## src/rtl/clut_prom_arbiter.sv

```systemverilog
// Shares one external 8-bit memory between the 3R (red/green) and 3S (blue) CLUT PROM images.
// Optional per-port last-address cache enabled by defining CLUT_ARB_CACHE_EN.
module clut_prom_arbiter #(
  parameter int                    ADDR_WIDTH  = 16,
  parameter logic [ADDR_WIDTH-1:0] BASE_3R     = 16'h0000,
  parameter logic [ADDR_WIDTH-1:0] BASE_3S     = 16'h0200,
  parameter int                    WAIT_CYCLES = 2
) (
  input  logic                  CLK,
  input  logic                  rst,
  input  logic                  a_req,
  input  logic [8:0]            a_addr,
  output logic [7:0]            a_data,
  output logic                  a_ack,
  input  logic                  b_req,
  input  logic [8:0]            b_addr,
  output logic [3:0]            b_data,
  output logic                  b_ack,
  output logic [ADDR_WIDTH-1:0] mem_addr,
  output logic                  mem_ce_n,
  output logic                  mem_oe_n,
  input  logic [7:0]            mem_data,
  output logic                  busy
);

  typedef enum logic [1:0] {IDLE, ADDR, WAIT, CAPTURE} state_t;

  state_t                state_reg;
  logic [3:0]            cnt_reg;
  logic                  last_b_reg;
  logic                  gnt_b_reg;
  logic                  grant_b_next;
  logic                  grant_any;
  logic                  load_data;
  logic [1:0]            hit;
  logic [ADDR_WIDTH-1:0] a_full;
  logic [ADDR_WIDTH-1:0] b_full;

  // Sums wrap naturally at ADDR_WIDTH bits.
  assign a_full = BASE_3R + ADDR_WIDTH'(a_addr);
  assign b_full = BASE_3S + ADDR_WIDTH'(b_addr);

  // last_b_reg high means B was served last, so A wins a tie.
  assign grant_any    = a_req || b_req;
  assign grant_b_next = b_req && (!a_req || !last_b_reg);

  assign load_data = ((state_reg == ADDR) && (WAIT_CYCLES == 0)) ||
                     ((state_reg == WAIT) && (cnt_reg == 4'd0));

`ifdef CLUT_ARB_CACHE_EN
  logic [8:0] port_addr [2];
  logic [1:0] fill;

  assign port_addr[0] = a_addr;
  assign port_addr[1] = b_addr;

  for (genvar gi = 0; gi < 2; gi++) begin : g_tag
    logic [8:0] tag_reg;
    logic       valid_reg;

    assign fill[gi] = load_data && (gnt_b_reg == (gi == 1));
    assign hit[gi]  = valid_reg && (tag_reg == port_addr[gi]);

    always_ff @(posedge CLK or posedge rst) begin
      if (rst) begin
        tag_reg   <= 9'd0;
        valid_reg <= 1'b0;
      end else if (fill[gi]) begin
        tag_reg   <= port_addr[gi];
        valid_reg <= 1'b1;
      end
    end
  end
`else
  assign hit = 2'b00;
`endif

  always_ff @(posedge CLK or posedge rst) begin
    if (rst) begin
      state_reg  <= IDLE;
      cnt_reg    <= 4'd0;
      last_b_reg <= 1'b1;
      gnt_b_reg  <= 1'b0;
      a_data     <= 8'd0;
      b_data     <= 4'd0;
      a_ack      <= 1'b0;
      b_ack      <= 1'b0;
      mem_addr   <= '0;
      mem_ce_n   <= 1'b1;
      mem_oe_n   <= 1'b1;
      busy       <= 1'b0;
    end else begin
      a_ack <= 1'b0;
      b_ack <= 1'b0;
      case (state_reg)
        IDLE: begin
          if (grant_any) begin
            gnt_b_reg <= grant_b_next;
            busy      <= 1'b1;
            if (hit[grant_b_next]) begin
              // Cached result already sits in x_data; just acknowledge.
              state_reg <= CAPTURE;
              a_ack     <= !grant_b_next;
              b_ack     <= grant_b_next;
            end else begin
              state_reg <= ADDR;
              mem_addr  <= grant_b_next ? b_full : a_full;
              mem_ce_n  <= 1'b0;
              mem_oe_n  <= 1'b0;
            end
          end
        end
        ADDR: begin
          if (WAIT_CYCLES == 0) begin
            state_reg <= CAPTURE;
          end else begin
            state_reg <= WAIT;
            cnt_reg   <= 4'(WAIT_CYCLES - 1);
          end
        end
        WAIT: begin
          if (cnt_reg == 4'd0) state_reg <= CAPTURE;
          else                 cnt_reg   <= cnt_reg - 4'd1;
        end
        CAPTURE: begin
          state_reg  <= IDLE;
          busy       <= 1'b0;
          mem_ce_n   <= 1'b1;
          mem_oe_n   <= 1'b1;
          last_b_reg <= gnt_b_reg;
        end
        default: state_reg <= IDLE;
      endcase

      // Data and ack register on the edge entering CAPTURE so both are valid together.
      if (load_data) begin
        if (gnt_b_reg) begin
          b_data <= mem_data[3:0];
          b_ack  <= 1'b1;
        end else begin
          a_data <= mem_data;
          a_ack  <= 1'b1;
        end
      end
    end
  end

endmodule

```

## config.mk

```make
export PLATFORM = sky130hd
export DESIGN_NAME = clut_prom_arbiter
export DESIGN_NICKNAME = d
export VERILOG_FILES = /design/src/rtl/clut_prom_arbiter.sv
export SDC_FILE = /design/constraint.sdc
export NUM_CORES = 1
export LEC_CHECK = 0
export CAP_MARGIN = 10
export CORE_MARGIN = 10
export CORE_UTILIZATION = 35
export DETAILED_ROUTE_END_ITERATION = 12
export PLACE_DENSITY_LB_ADDON = 0.25
export SLEW_MARGIN = 25
export SYNTH_ARGS = -nofsm -noshare
export SYNTH_HDL_FRONTEND = slang
export SYNTH_SLANG_ARGS = --single-unit
```

## constraint.sdc

```tcl
create_clock -name CLK -period 4.8 [get_ports CLK]
set_input_delay 0.48 -clock CLK [delete_from_list [all_inputs] [get_ports CLK]]
set_output_delay 0.48 -clock CLK [all_outputs]
set_load 0.01 [all_outputs]
```

==> insert_results.sql, run 1 <==
INSERT INTO impl_metrics (metric_group, metric, value, unit) VALUES
('global_route', 'grt_start_max_net_pins', '34', ''),
('yosys', 'postSynthCellCount', '130', ''),
('sta', 'totalNegativeSetupSlack', '0', 'ns'),
('die', 'num_rows', '24', ''),
('hold_path', 'min_to', 'mem_addr[4]', ''),
('worst_setup_path', 'cp.arrival', '2.13', 'ns'),
('yosys', 'synth_common_cells', '31 x sky130_fd_sc_hd__dfrtp_1, 12 x sky130_fd_sc_hd__nand2_1, 12 x sky130_fd_sc_hd__o21ai_0', ''),
('clock_tree', 'clkSlewWorstSetupHoldPaths', '0.07', 'ns'),
('global_route', 'grt_overflow_total', '0', ''),
('layout', 'largest_register', 'mem_addr', ''),
('placed_design', 'placement.setup.worst_slack', '2.301', 'ns'),
('die', 'die_x', '86.88', 'um'),
('die', 'die-area', '7547', 'sq um'),
('worst_setup_path', 'cp.required', '4.97', 'ns'),
('placed_design', 'placed_cell_count', '232', ''),
('worst_setup_path', 'timing.critical_path.buf_inv', '1', ''),
('hold_path', 'hold_path.startpoint', 'mem_addr[4]', ''),
('global_route', 'wire_length_of_the_first_global_routing_pass', '6.382', 'mm'),
('clock_tree', 'number_of_clock_sinks', '33', ''),
('yosys', 'synthMostInstantiatedCell', 'sky130_fd_sc_hd__dfrtp_1', ''),
('worst_setup_path', 'cpPeakStageDelay', '0.52', 'ns'),
('sta', 'timing_max_transition_violations_final', '0', ''),
('sta', 'final_setup_violation_count', '0', ''),
('yosys', 'dominantRegCellSynth', 'sky130_fd_sc_hd__dfrtp_1', ''),
('route', 'initial_drt_pass_iterations', '4', ''),
('yosys', 'synth_area_leaders', 'sky130_fd_sc_hd__dfrtp_1 50%, sky130_fd_sc_hd__mux2_2 7.2%, sky130_fd_sc_hd__mux2i_1 7.0%', ''),
('worst_setup_path', 'crit_path_category', 'flip-flop to flip-flop', ''),
('worst_setup_path', 'critPathTopFamily', 'simple AND/OR/NAND/NOR gates', ''),
('route', 'post-route-drc-count', '0', ''),
('yosys', 'netlist_area', '1565', 'sq um'),
('layout', 'num-nets-final', '223', ''),
('hold_path', 'worstHoldPathCells', '2', ''),
('die', 'initial_utilization', '35.95', '%'),
('yosys', 'synth_cell_types', '29', ''),
('worst_setup_path', 'critical-path-slowest-cell', 'sky130_fd_sc_hd__or3b_1', ''),
('worst_setup_path', 'timing.critical_path.to_type', 'flip-flop', ''),
('placed_design', 'placement.io_buffers', '56', ''),
('die', 'fp.coreArea', '4354', 'sq um'),
('yosys', 'ys_ff_latch', '33', ''),
('clock_tree', 'cts_tree', 'built', ''),
('clock_tree', 'post_cts_resized', '0', ''),
('route', 'drt_iter0_drc', '33', ''),
('outcome', 'outcome', 'finished clean', ''),
('pwr', 'power_density', '644.9', 'nW/um^2'),
('sta', 'finalCriticalPeriod', '1.959', 'ns'),
('clock_tree', 'cts.repair_timing.setup_buffer_count', '0', ''),
('die', 'chipHeight', '86.88', 'um'),
('layout', 'fin_area', '2275', 'sq um'),
('worst_setup_path', 'critPathMaxFanout', '7', ''),
('yosys', 'synthDominantAreaCellType', 'sky130_fd_sc_hd__dfrtp_1', ''),
('global_route', 'grt_use_total', '10.72', '%'),
('sta', 'whs', '0.4894', 'ns'),
('layout', 'biggestRegsByFlops', 'mem_addr (10), a_data (8)', ''),
('route', 'dr_total_vias', '1136', ''),
('worst_setup_path', 'crit-reg2reg-capture', 'b_data[1]', ''),
('sta', 'max_clock_freq', '510.6', 'MHz'),
('clock_tree', 'insertion_delay', '0.29', 'ns'),
('hold_path', 'worstHoldPathType', 'flip-flop to flip-flop', ''),
('placed_design', 'detailedPlacementHpwl', '3.002', 'mm'),
('route', 'wl_per_cell', '16.08', 'um'),
('pwr', 'p_leak', '1.033', 'nW'),
('global_route', 'grt_pass1_vias', '1304', ''),
('clock_tree', 'clk_root_buffer_cell', 'sky130_fd_sc_hd__clkbuf_8', ''),
('clock_tree', 'postCtsHoldBufs', '0', ''),
('sta', 'timing.final.hold_violations', '0', ''),
('placed_design', 'gp_routability_congestion', '0.7191', ''),
('sta', 'layout_setup_ws', '2.841', 'ns'),
('sta', 'clock_skew', '0.008209', 'ns'),
('sta', 'worst-slew-pin-transition', '0.7209', 'ns'),
('worst_setup_path', 'setup.reg_to_reg.worst_slack', '2.84', 'ns'),
('clock_tree', 'clk_buf_depth', '2', '');
power breakdown:
part           leakage [nW]  switching [mW]  total (mW)  internal (mW)
clock                0.0681           0.106       0.313          0.206
sequential            0.403          0.0902       0.508          0.418
combinational         0.562           0.274       0.646          0.372
cell type report:
| cell class | instances | area [sq um] |
|---|---|---|
| inverters | 10 | 37.54 |
| clock inverters | 3 | 65.06 |
| repair buffers | 57 | 568.0 |
| fillers | 358 | 2079 |
| multi-input cells | 80 | 641.9 |
| clock buffers | 5 | 68.82 |
| well taps | 52 | 65.06 |
| flip-flops and latches | 33 | 828.3 |
worst max-delay path by stage:
stage	endpoint	cells after the start	startpoint	slack, ns
2_1_floorplan	b_data[0]	6	state_reg[0]	3.03
3_3_place_gp	mem_addr[2]	4	b_req	2.37
3_5_place_dp	mem_addr[2]	4	b_req	2.30
4_1_cts	mem_addr[2]	4	b_req	2.61
5_1_grt	b_data[1]	5	state_reg[0]	2.72
6_report	b_data[1]	5	state_reg[0]	2.84
worst register-to-register path, stage by stage, from the launching register on:
cell and delay (ns):
sky130_fd_sc_hd__dfrtp_1 0.41, sky130_fd_sc_hd__inv_1 0.12, sky130_fd_sc_hd__ha_1 0.30, sky130_fd_sc_hd__nand3b_2 0.14
sky130_fd_sc_hd__or3b_1 0.52, sky130_fd_sc_hd__mux2_4 0.35
placed cells by master (no fill, tap or decap):
cell	Yosys	routed
sky130_fd_sc_hd__nor3_4	1	1
sky130_fd_sc_hd__a21boi_2	0	1
sky130_fd_sc_hd__or3b_2	1	1
sky130_fd_sc_hd__a22o_1	1	1
sky130_fd_sc_hd__conb_1	1	6
sky130_fd_sc_hd__or4b_2	1	1
sky130_fd_sc_hd__clkbuf_8	0	5
sky130_fd_sc_hd__clkdlybuf4s50_1	0	56
sky130_fd_sc_hd__bufinv_16	0	2
sky130_fd_sc_hd__or3b_1	1	1
sky130_fd_sc_hd__inv_1	10	10
sky130_fd_sc_hd__ha_1	6	6
sky130_fd_sc_hd__o22ai_1	1	1
sky130_fd_sc_hd__nand2_1	12	12
sky130_fd_sc_hd__o21ai_2	0	1
sky130_fd_sc_hd__mux2_2	10	10
sky130_fd_sc_hd__dfrtp_1	31	31
sky130_fd_sc_hd__nand3_1	1	1
sky130_fd_sc_hd__nand3b_2	1	1
sky130_fd_sc_hd__mux2_4	4	4
sky130_fd_sc_hd__nand2b_1	1	1
sky130_fd_sc_hd__o32a_1	1	1
sky130_fd_sc_hd__a21oi_1	5	5
sky130_fd_sc_hd__clkinv_2	0	1
sky130_fd_sc_hd__dfstp_2	2	2
sky130_fd_sc_hd__nor3b_1	1	1
sky130_fd_sc_hd__o21ai_0	12	11
sky130_fd_sc_hd__mux2i_1	11	11
sky130_fd_sc_hd__and3b_2	1	1
sky130_fd_sc_hd__buf_4	8	1
sky130_fd_sc_hd__o31ai_1	1	1
layer usage:
layer	GRT usage [%]	vias to the layer above	wire length [um]	share of wire [%]
met4	2.651	0	10	0.26
met1	11.52	545	1564	41
met5	0	-	0	0
met2	17.06	45	1828	47
met3	7.022	2	455	12
li1	-	544	-	-
per-stage QoR:
step | util (%) | power, mW
after floorplan | - | 0.8603
after global placement | 48.99 | 1.143
after detailed placement | 49.08 | 1.173
after CTS | 52.16 | 1.492
after global routing | 52.24 | 1.582
final | 52.24 | 1.467
kinds of logic (layout without fill, tap and decap cells):
family,count (synthesis),after routing,share of synthesized area [%]
buffers and inverters,22,75,7.754
multiplexers,25,25,18.07
flip-flops,33,33,52.92
adder cells (fa/ha/maj),6,6,4.796
other,1,6,0.2396
AND/OR/NAND/NOR,21,21,8.234
AO/OA/AOI/OAI,22,22,7.994
Note: power is estimated with default switching activity, not from simulation.
==> run 2, diff against run 1 <==
- clock period: 4.8 -> 1.9 ns (I/O delays scaled with it)
==> run 2 against run 1 <==
Cell count grew 2.9%; sequential power grew to 2.5 times the previous value; sequential share of layout area is the same; sequential cell count is the same; cell area is the same; critical path type unchanged; largest power group unchanged.
==> insert_results.sql, run 2 (synthesis results as in run 1) <==
INSERT INTO impl_metrics (metric_group, metric, value, unit) VALUES
('route', 'drt_iter0_drc', '28', ''),
('sta', 'final_setup_violation_count', '0', ''),
('die', 'initial_utilization', '35.95', '%'),
('placed_design', 'detailedPlacementHpwl', '3.114', 'mm'),
('die', 'io_pins', '63', ''),
('route', 'initial_drt_pass_iterations', '4', ''),
('die', 'chipHeight', '86.88', 'um'),
('worst_setup_path', 'critPathMaxFanout', '5', ''),
('route', 'drt-total-wl', '3.846', 'mm'),
('route', 'post-route-drc-count', '0', ''),
('worst_setup_path', 'crit_path_category', 'flip-flop to flip-flop', ''),
('sta', 'timing.final.hold_violations', '0', ''),
('route', 'final_antenna_net_count', '0', ''),
('die', 'die_x', '86.88', 'um'),
('route', 'wl_per_cell', '15.57', 'um'),
('clock_tree', 'cts_tree', 'built', ''),
('placed_design', 'placement.io_buffers', '56', ''),
('sta', 'whs', '0.3052', 'ns'),
('hold_path', 'worstHoldPathType', 'input port to asynchronous set/reset pin', ''),
('worst_setup_path', 'cp.arrival', '1.99', 'ns'),
('layout', 'final-instance-count-excl-fill', '247', ''),
('clock_tree', 'clk_root_buffer_cell', 'sky130_fd_sc_hd__clkbuf_8', ''),
('layout', 'finish.utilization', '52.24', '%'),
('sta', 'timing_max_transition_violations_final', '0', ''),
('clock_tree', 'cts.repair_timing.setup_buffer_count', '0', ''),
('global_route', 'grt_pass1_vias', '1297', ''),
('flow_run', 'max_cap_viol_count', '0', ''),
('layout', 'largest_register', 'mem_addr', ''),
('die', 'fp.coreArea', '4354', 'sq um'),
('layout', 'leading_cell_type_in_the_layout_fill_and_taps_excluded', 'sky130_fd_sc_hd__clkdlybuf4s50_1', ''),
('worst_setup_path', 'timing.critical_path.to_type', 'flip-flop', ''),
('placed_design', 'placed_cell_count', '239', ''),
('layout', 'num-nets-final', '230', ''),
('layout', 'largest_register_ff_count', '10', ''),
('outcome', 'outcome', 'finished clean', ''),
('global_route', 'grt_overflow_total', '0', ''),
('sta', 'clock_skew', '0.003380', 'ns'),
('clock_tree', 'clk_buf_depth', '2', ''),
('global_route', 'grt_start_max_net_pins', '34', ''),
('clock_tree', 'clkSlewWorstSetupHoldPaths', '0.07', 'ns'),
('layout', 'biggestRegsByFlops', 'mem_addr (10), a_data (8)', ''),
('route', 'detail_route.vias_per_cell', '4.571', ''),
('placed_design', 'gp_routability_congestion', '0.6885', ''),
('layout', 'antenna_cells_inserted', '0', ''),
('clock_tree', 'postCtsHoldBufs', '0', ''),
('die', 'num_rows', '24', ''),
('sta', 'period_share', '96.11', '%'),
('layout', 'layout-drive-gt1-share', '19.49', '%'),
('pwr', 'irDropWorstVdd', '781.2', 'uV'),
('layout', 'layout.cells.most_common_list', '56 x sky130_fd_sc_hd__clkdlybuf4s50_1, 31 x sky130_fd_sc_hd__dfrtp_1, 12 x sky130_fd_sc_hd__nand2_1', ''),
('clock_tree', 'cts_htree_levels', '2', ''),
('sta', 'rsz_0062_raised_after_global_routing', 'no', ''),
('clock_tree', 'cts_buffers', '5', ''),
('worst_setup_path', 'cp-start-kind', 'flip-flop', ''),
('sta', 'max_clock_freq', '547.6', 'MHz'),
('clock_tree', 'insertion_delay', '0.28', 'ns'),
('global_route', 'wire_length_of_the_first_global_routing_pass', '6.147', 'mm'),
('global_route', 'grt_use_total', '10.31', '%'),
('clock_tree', 'number_of_clock_sinks', '33', ''),
('pwr', 'power_density', '1539', 'nW/um^2'),
('clock_tree', 'post_cts_resized', '1', ''),
('die', 'die-area', '7547', 'sq um'),
('global_route', 'grt_antenna_before_repair', '0', ''),
('worst_setup_path', 'cp.required', '2.06', 'ns'),
('sta', 'finalCriticalPeriod', '1.826', 'ns'),
('pwr', 'p_leak', '1.042', 'nW'),
('layout', 'flow.area_growth_from_synthesis', '45.32', '%'),
('route', 'dr_total_vias', '1129', '');
run 2: layout make-up:
type	count	area, sq um
Inverter	10	37.54
Sequential cell	33	828.3
Clock buffer	6	72.57
Fill cell	375	2079
Multi-Input combinational cell	80	640.6
Clock inverter	2	10.01
Timing Repair Buffer	64	620.6
Tap cell	52	65.06
run 2: stage by stage:
step                setup slack [ns]  instance area (sq um)   TNS [ns]  total power, mW
finish                       0.07393                   2275          0            3.500
global route                 0.02034                   2275          0            3.770
CTS                          0.03137                   2272          0            3.566
detailed placement         -0.004576                   2186  -0.004576            3.040
global placement             0.09669                   2186          0            2.946
floorplan                     0.1344                   1584          0            2.174
run 2: power by group:
| part | switching (mW) | internal [mW] |
|---|---|---|
| Combinational | 0.720 | 1.00 |
| Sequential | 0.226 | 1.06 |
| Clock | 0.241 | 0.253 |
| Total | 1.19 | 2.31 |
run 2: layer usage:
| layer | wire length [um] | share of wire (%) | vias to the layer above | track usage, % |
|---|---|---|---|---|
| met5 | 0 | 0 | - | 0 |
| met1 | 1447 | 38 | 527 | 10.23 |
| met3 | 530 | 14 | 2 | 7.491 |
| met4 | 17 | 0.44 | 0 | 3.093 |
| met2 | 1851 | 48 | 46 | 16.66 |
| li1 | - | - | 554 | - |
run 2: critical path, stage by stage, from the launching register on:
cell and delay [ns]:
sky130_fd_sc_hd__dfrtp_1 0.41, sky130_fd_sc_hd__inv_1 0.07, sky130_fd_sc_hd__ha_2 0.21, sky130_fd_sc_hd__or3b_2 0.48, sky130_fd_sc_hd__a21oi_2 0.19, sky130_fd_sc_hd__mux2_2 0.36
run 2: path summary, 6_finish.rpt:
| path | startpoint | to | slack [ns] | depth (start not counted) |
|---|---|---|---|---|
| worst max register to register | cnt_reg[0] | state_reg[1] | 0.07 | 5 |
| worst min register to register | mem_addr[5] | mem_addr[5] | 0.48 | 2 |
| worst min-delay path | rst | a_data[4] | 0.31 | 3 |
| min in group CLK | mem_addr[5] | mem_addr[5] | 0.48 | 2 |
| worst max-delay path | cnt_reg[0] | state_reg[1] | 0.07 | 5 |
| max in group asynchronous | rst | mem_oe_n | 1.27 | 3 |
==> run 3, diff against run 2 <==
- CAP_MARGIN: 10 -> not set
- CELL_PAD_IN_SITES_DETAIL_PLACEMENT: not set -> 0
- CELL_PAD_IN_SITES_GLOBAL_PLACEMENT: not set -> 1
- CORE_UTILIZATION: 35 -> 32
==> run 3 against run 2 <==
Sequential cell count is the same; sequential power about the same; register-to-register slack about the same; cell area grew 0.99%; critical endpoint unchanged; cell count increased by 5.3%; sequential share of layout area decreased by 0.36 points; critical path type unchanged.
==> insert_results.sql, run 3 (synthesis results as in run 1) <==
INSERT INTO impl_metrics (metric_group, metric, value, unit) VALUES
('outcome', 'outcome', 'finished clean', ''),
('worst_setup_path', 'cp-start-kind', 'flip-flop', ''),
('sta', 'finalCriticalPeriod', '1.814', 'ns'),
('route', 'post-route-drc-count', '0', ''),
('layout', 'num-fill-cells', '411', ''),
('worst_setup_path', 'cp.arrival', '1.98', 'ns'),
('placed_design', 'placed_cell_count', '252', ''),
('clock_tree', 'cts_tree', 'built', ''),
('sta', 'final_setup_violation_count', '0', ''),
('worst_setup_path', 'cpPeakStageDelay', '0.48', 'ns'),
('route', 'drt_iter0_drc', '32', ''),
('layout', 'layout.cells.most_common_list', '56 x sky130_fd_sc_hd__clkdlybuf4s50_1, 31 x sky130_fd_sc_hd__dfrtp_1, 12 x sky130_fd_sc_hd__nand2_1', ''),
('pwr', 'irDropWorstVdd', '628.8', 'uV'),
('pwr', 'power_density', '1550', 'nW/um^2'),
('worst_setup_path', 'cp.required', '2.06', 'ns'),
('worst_setup_path', 'regToRegStartpoint', 'cnt_reg[1]', ''),
('global_route', 'wire_length_of_the_first_global_routing_pass', '6.396', 'mm'),
('route', 'initial_drt_pass_iterations', '4', ''),
('worst_setup_path', 'setup.reg_to_reg.worst_slack', '0.09', 'ns'),
('layout', 'largest_register', 'mem_addr', ''),
('route', 'detail_route.vias_per_cell', '4.404', ''),
('clock_tree', 'clk_buf_depth', '2', ''),
('sta', 'totalNegativeSetupSlack', '0', 'ns'),
('layout', 'leading_cell_type_in_the_layout_fill_and_taps_excluded', 'sky130_fd_sc_hd__clkdlybuf4s50_1', ''),
('die', 'io_pins', '63', ''),
('layout', 'sequential_cell_area_in_the_final_layout', '828.3', 'sq um'),
('sta', 'rsz_0062_raised_after_global_routing', 'no', ''),
('layout', 'biggestRegsByFlops', 'mem_addr (10), a_data (8)', ''),
('clock_tree', 'cts_htree_levels', '2', ''),
('placed_design', 'detailedPlacementHpwl', '3.101', 'mm'),
('sta', 'timing_max_transition_violations_final', '0', ''),
('sta', 'period_share', '95.46', '%'),
('sta', 'timing.final.hold_violations', '0', ''),
('hold_path', 'worstHoldPathType', 'input port to asynchronous set/reset pin', ''),
('layout', 'layout-drive-gt1-share', '19.17', '%'),
('layout', 'num-nets-final', '228', ''),
('layout', 'final-instance-count-excl-fill', '260', ''),
('worst_setup_path', 'reg2regPathDepth', '5', ''),
('placed_design', 'gp_routability_congestion', '0.7507', ''),
('global_route', 'grt_start_max_net_pins', '34', ''),
('die', 'initial_utilization', '33.14', '%'),
('layout', 'flow.area_growth_from_synthesis', '46.76', '%'),
('die', 'num_rows', '25', ''),
('die', 'die-area', '8089', 'sq um'),
('route', 'final_antenna_net_count', '0', ''),
('worst_setup_path', 'worstPathCellList', 'inv_1 -> ha_2 -> or3b_2 -> a21oi_2 -> mux2_2', ''),
('clock_tree', 'cts_buffers', '5', ''),
('worst_setup_path', 'crit-reg2reg-capture', 'state_reg[1]', ''),
('global_route', 'grt_antenna_before_repair', '0', ''),
('pwr', 'p_leak', '1.041', 'nW'),
('clock_tree', 'clk_root_buffer_cell', 'sky130_fd_sc_hd__clkbuf_8', ''),
('worst_setup_path', 'timing.critical_path.to_type', 'flip-flop', ''),
('clock_tree', 'postCtsHoldBufs', '0', ''),
('clock_tree', 'clkSlewWorstSetupHoldPaths', '0.07', 'ns'),
('worst_setup_path', 'critPathMaxFanout', '5', ''),
('route', 'drt-total-wl', '3.871', 'mm'),
('sta', 'clock_skew', '0.008250', 'ns'),
('layout', 'antenna_cells_inserted', '0', ''),
('worst_setup_path', 'critical-path-slowest-cell', 'sky130_fd_sc_hd__or3b_2', ''),
('layout', 'multiInputGateArea', '640.6', 'sq um'),
('worst_setup_path', 'crit_path_category', 'flip-flop to flip-flop', ''),
('route', 'dr_total_vias', '1145', ''),
('layout', 'largest_register_ff_count', '10', ''),
('die', 'chipHeight', '89.94', 'um'),
('sta', 'max_clock_freq', '551.3', 'MHz'),
('global_route', 'grt_overflow_total', '0', ''),
('global_route', 'grt_pass1_vias', '1274', ''),
('clock_tree', 'number_of_clock_sinks', '33', ''),
('route', 'wl_per_cell', '14.89', 'um'),
('clock_tree', 'insertion_delay', '0.28', 'ns'),
('die', 'die_x', '89.94', 'um'),
('die', 'fp.coreArea', '4723', 'sq um'),
('flow_run', 'max_cap_viol_count', '0', ''),
('placed_design', 'placement.io_buffers', '56', ''),
('global_route', 'grt_use_total', '9.622', '%');
## run 3: layout make-up
| type | instances | share of cell area (%) |
|---|---|---|
| Clock inverter | 1 | 0.2179 |
| Tap cell | 67 | 3.649 |
| Sequential cell | 33 | 36.06 |
| Clock buffer | 7 | 4.194 |
| Timing Repair Buffer | 62 | 26.36 |
| Multi-Input combinational cell | 80 | 27.89 |
| Inverter | 10 | 1.634 |
## run 3: how the worst max path moves through the flow
stage | start | to | slack [ns] | cells past startpoint
2_1_floorplan | state_reg[0] | b_data[0] | 0.13 | 6
4_1_cts | cnt_reg[1] | state_reg[1] | 0.02 | 5
5_1_grt | cnt_reg[0] | state_reg[1] | 0.006 | 5
3_3_place_gp | cnt_reg[0] | state_reg[1] | 0.09 | 5
3_5_place_dp | cnt_reg[1] | state_reg[1] | 0.04 | 5
6_report | cnt_reg[1] | state_reg[1] | 0.09 | 5
## run 3: timing repair
action / in CTS / in global routing
endpoints found under the hold margin: 0 / 0
buffers inserted: 0 / 0
endpoints found under the setup margin: 0 / 1
resized for setup: 0 / 2
## run 3: critical path: cells and delay by family, from the launching register on
family	cells	cell delay, ns
AO/OA/AOI/OAI	1	0.18
adder cells (fa/ha/maj)	1	0.21
buffers and inverters	1	0.08
flip-flops	1	0.40
multiplexers	1	0.35
AND/OR/NAND/NOR	1	0.48
## run 3: power by group
| part | total, mW | leakage [nW] | switching [mW] | internal [mW] |
|---|---|---|---|---|
| Clock | 0.577 | 0.0542 | 0.250 | 0.327 |
| Sequential | 1.28 | 0.403 | 0.229 | 1.06 |
| Combinational | 1.70 | 0.584 | 0.713 | 0.986 |
| Total | 3.56 | 1.04 | 1.19 | 2.37 |
## run 3: metrics by stage
stage	worst slack, ns	area (sq um)	utilization (%)	hold slack [ns]	power (mW)
6_report	0.08627	2297	48.64	0.3063	3.561
5_1_grt	0.006036	2297	48.64	0.3433	3.831
4_1_cts	0.02015	2291	48.50	0.3146	3.619
3_5_place_dp	0.03973	2190	46.36	0.4703	3.019
3_3_place_gp	0.09270	2190	46.36	0.4631	2.933
2_1_floorplan	0.1344	1584	-	0.3174	2.174
## run 3: metal layers
metal,wire length (um),GRT usage (%),share of wire (%),vias to the layer above
met1,1757,11.50,45,540
met5,0,0,0,-
met2,1794,15.13,46,45
met4,13,3.183,0.34,0
met3,306,4.156,7.9,2
li1,-,-,-,558
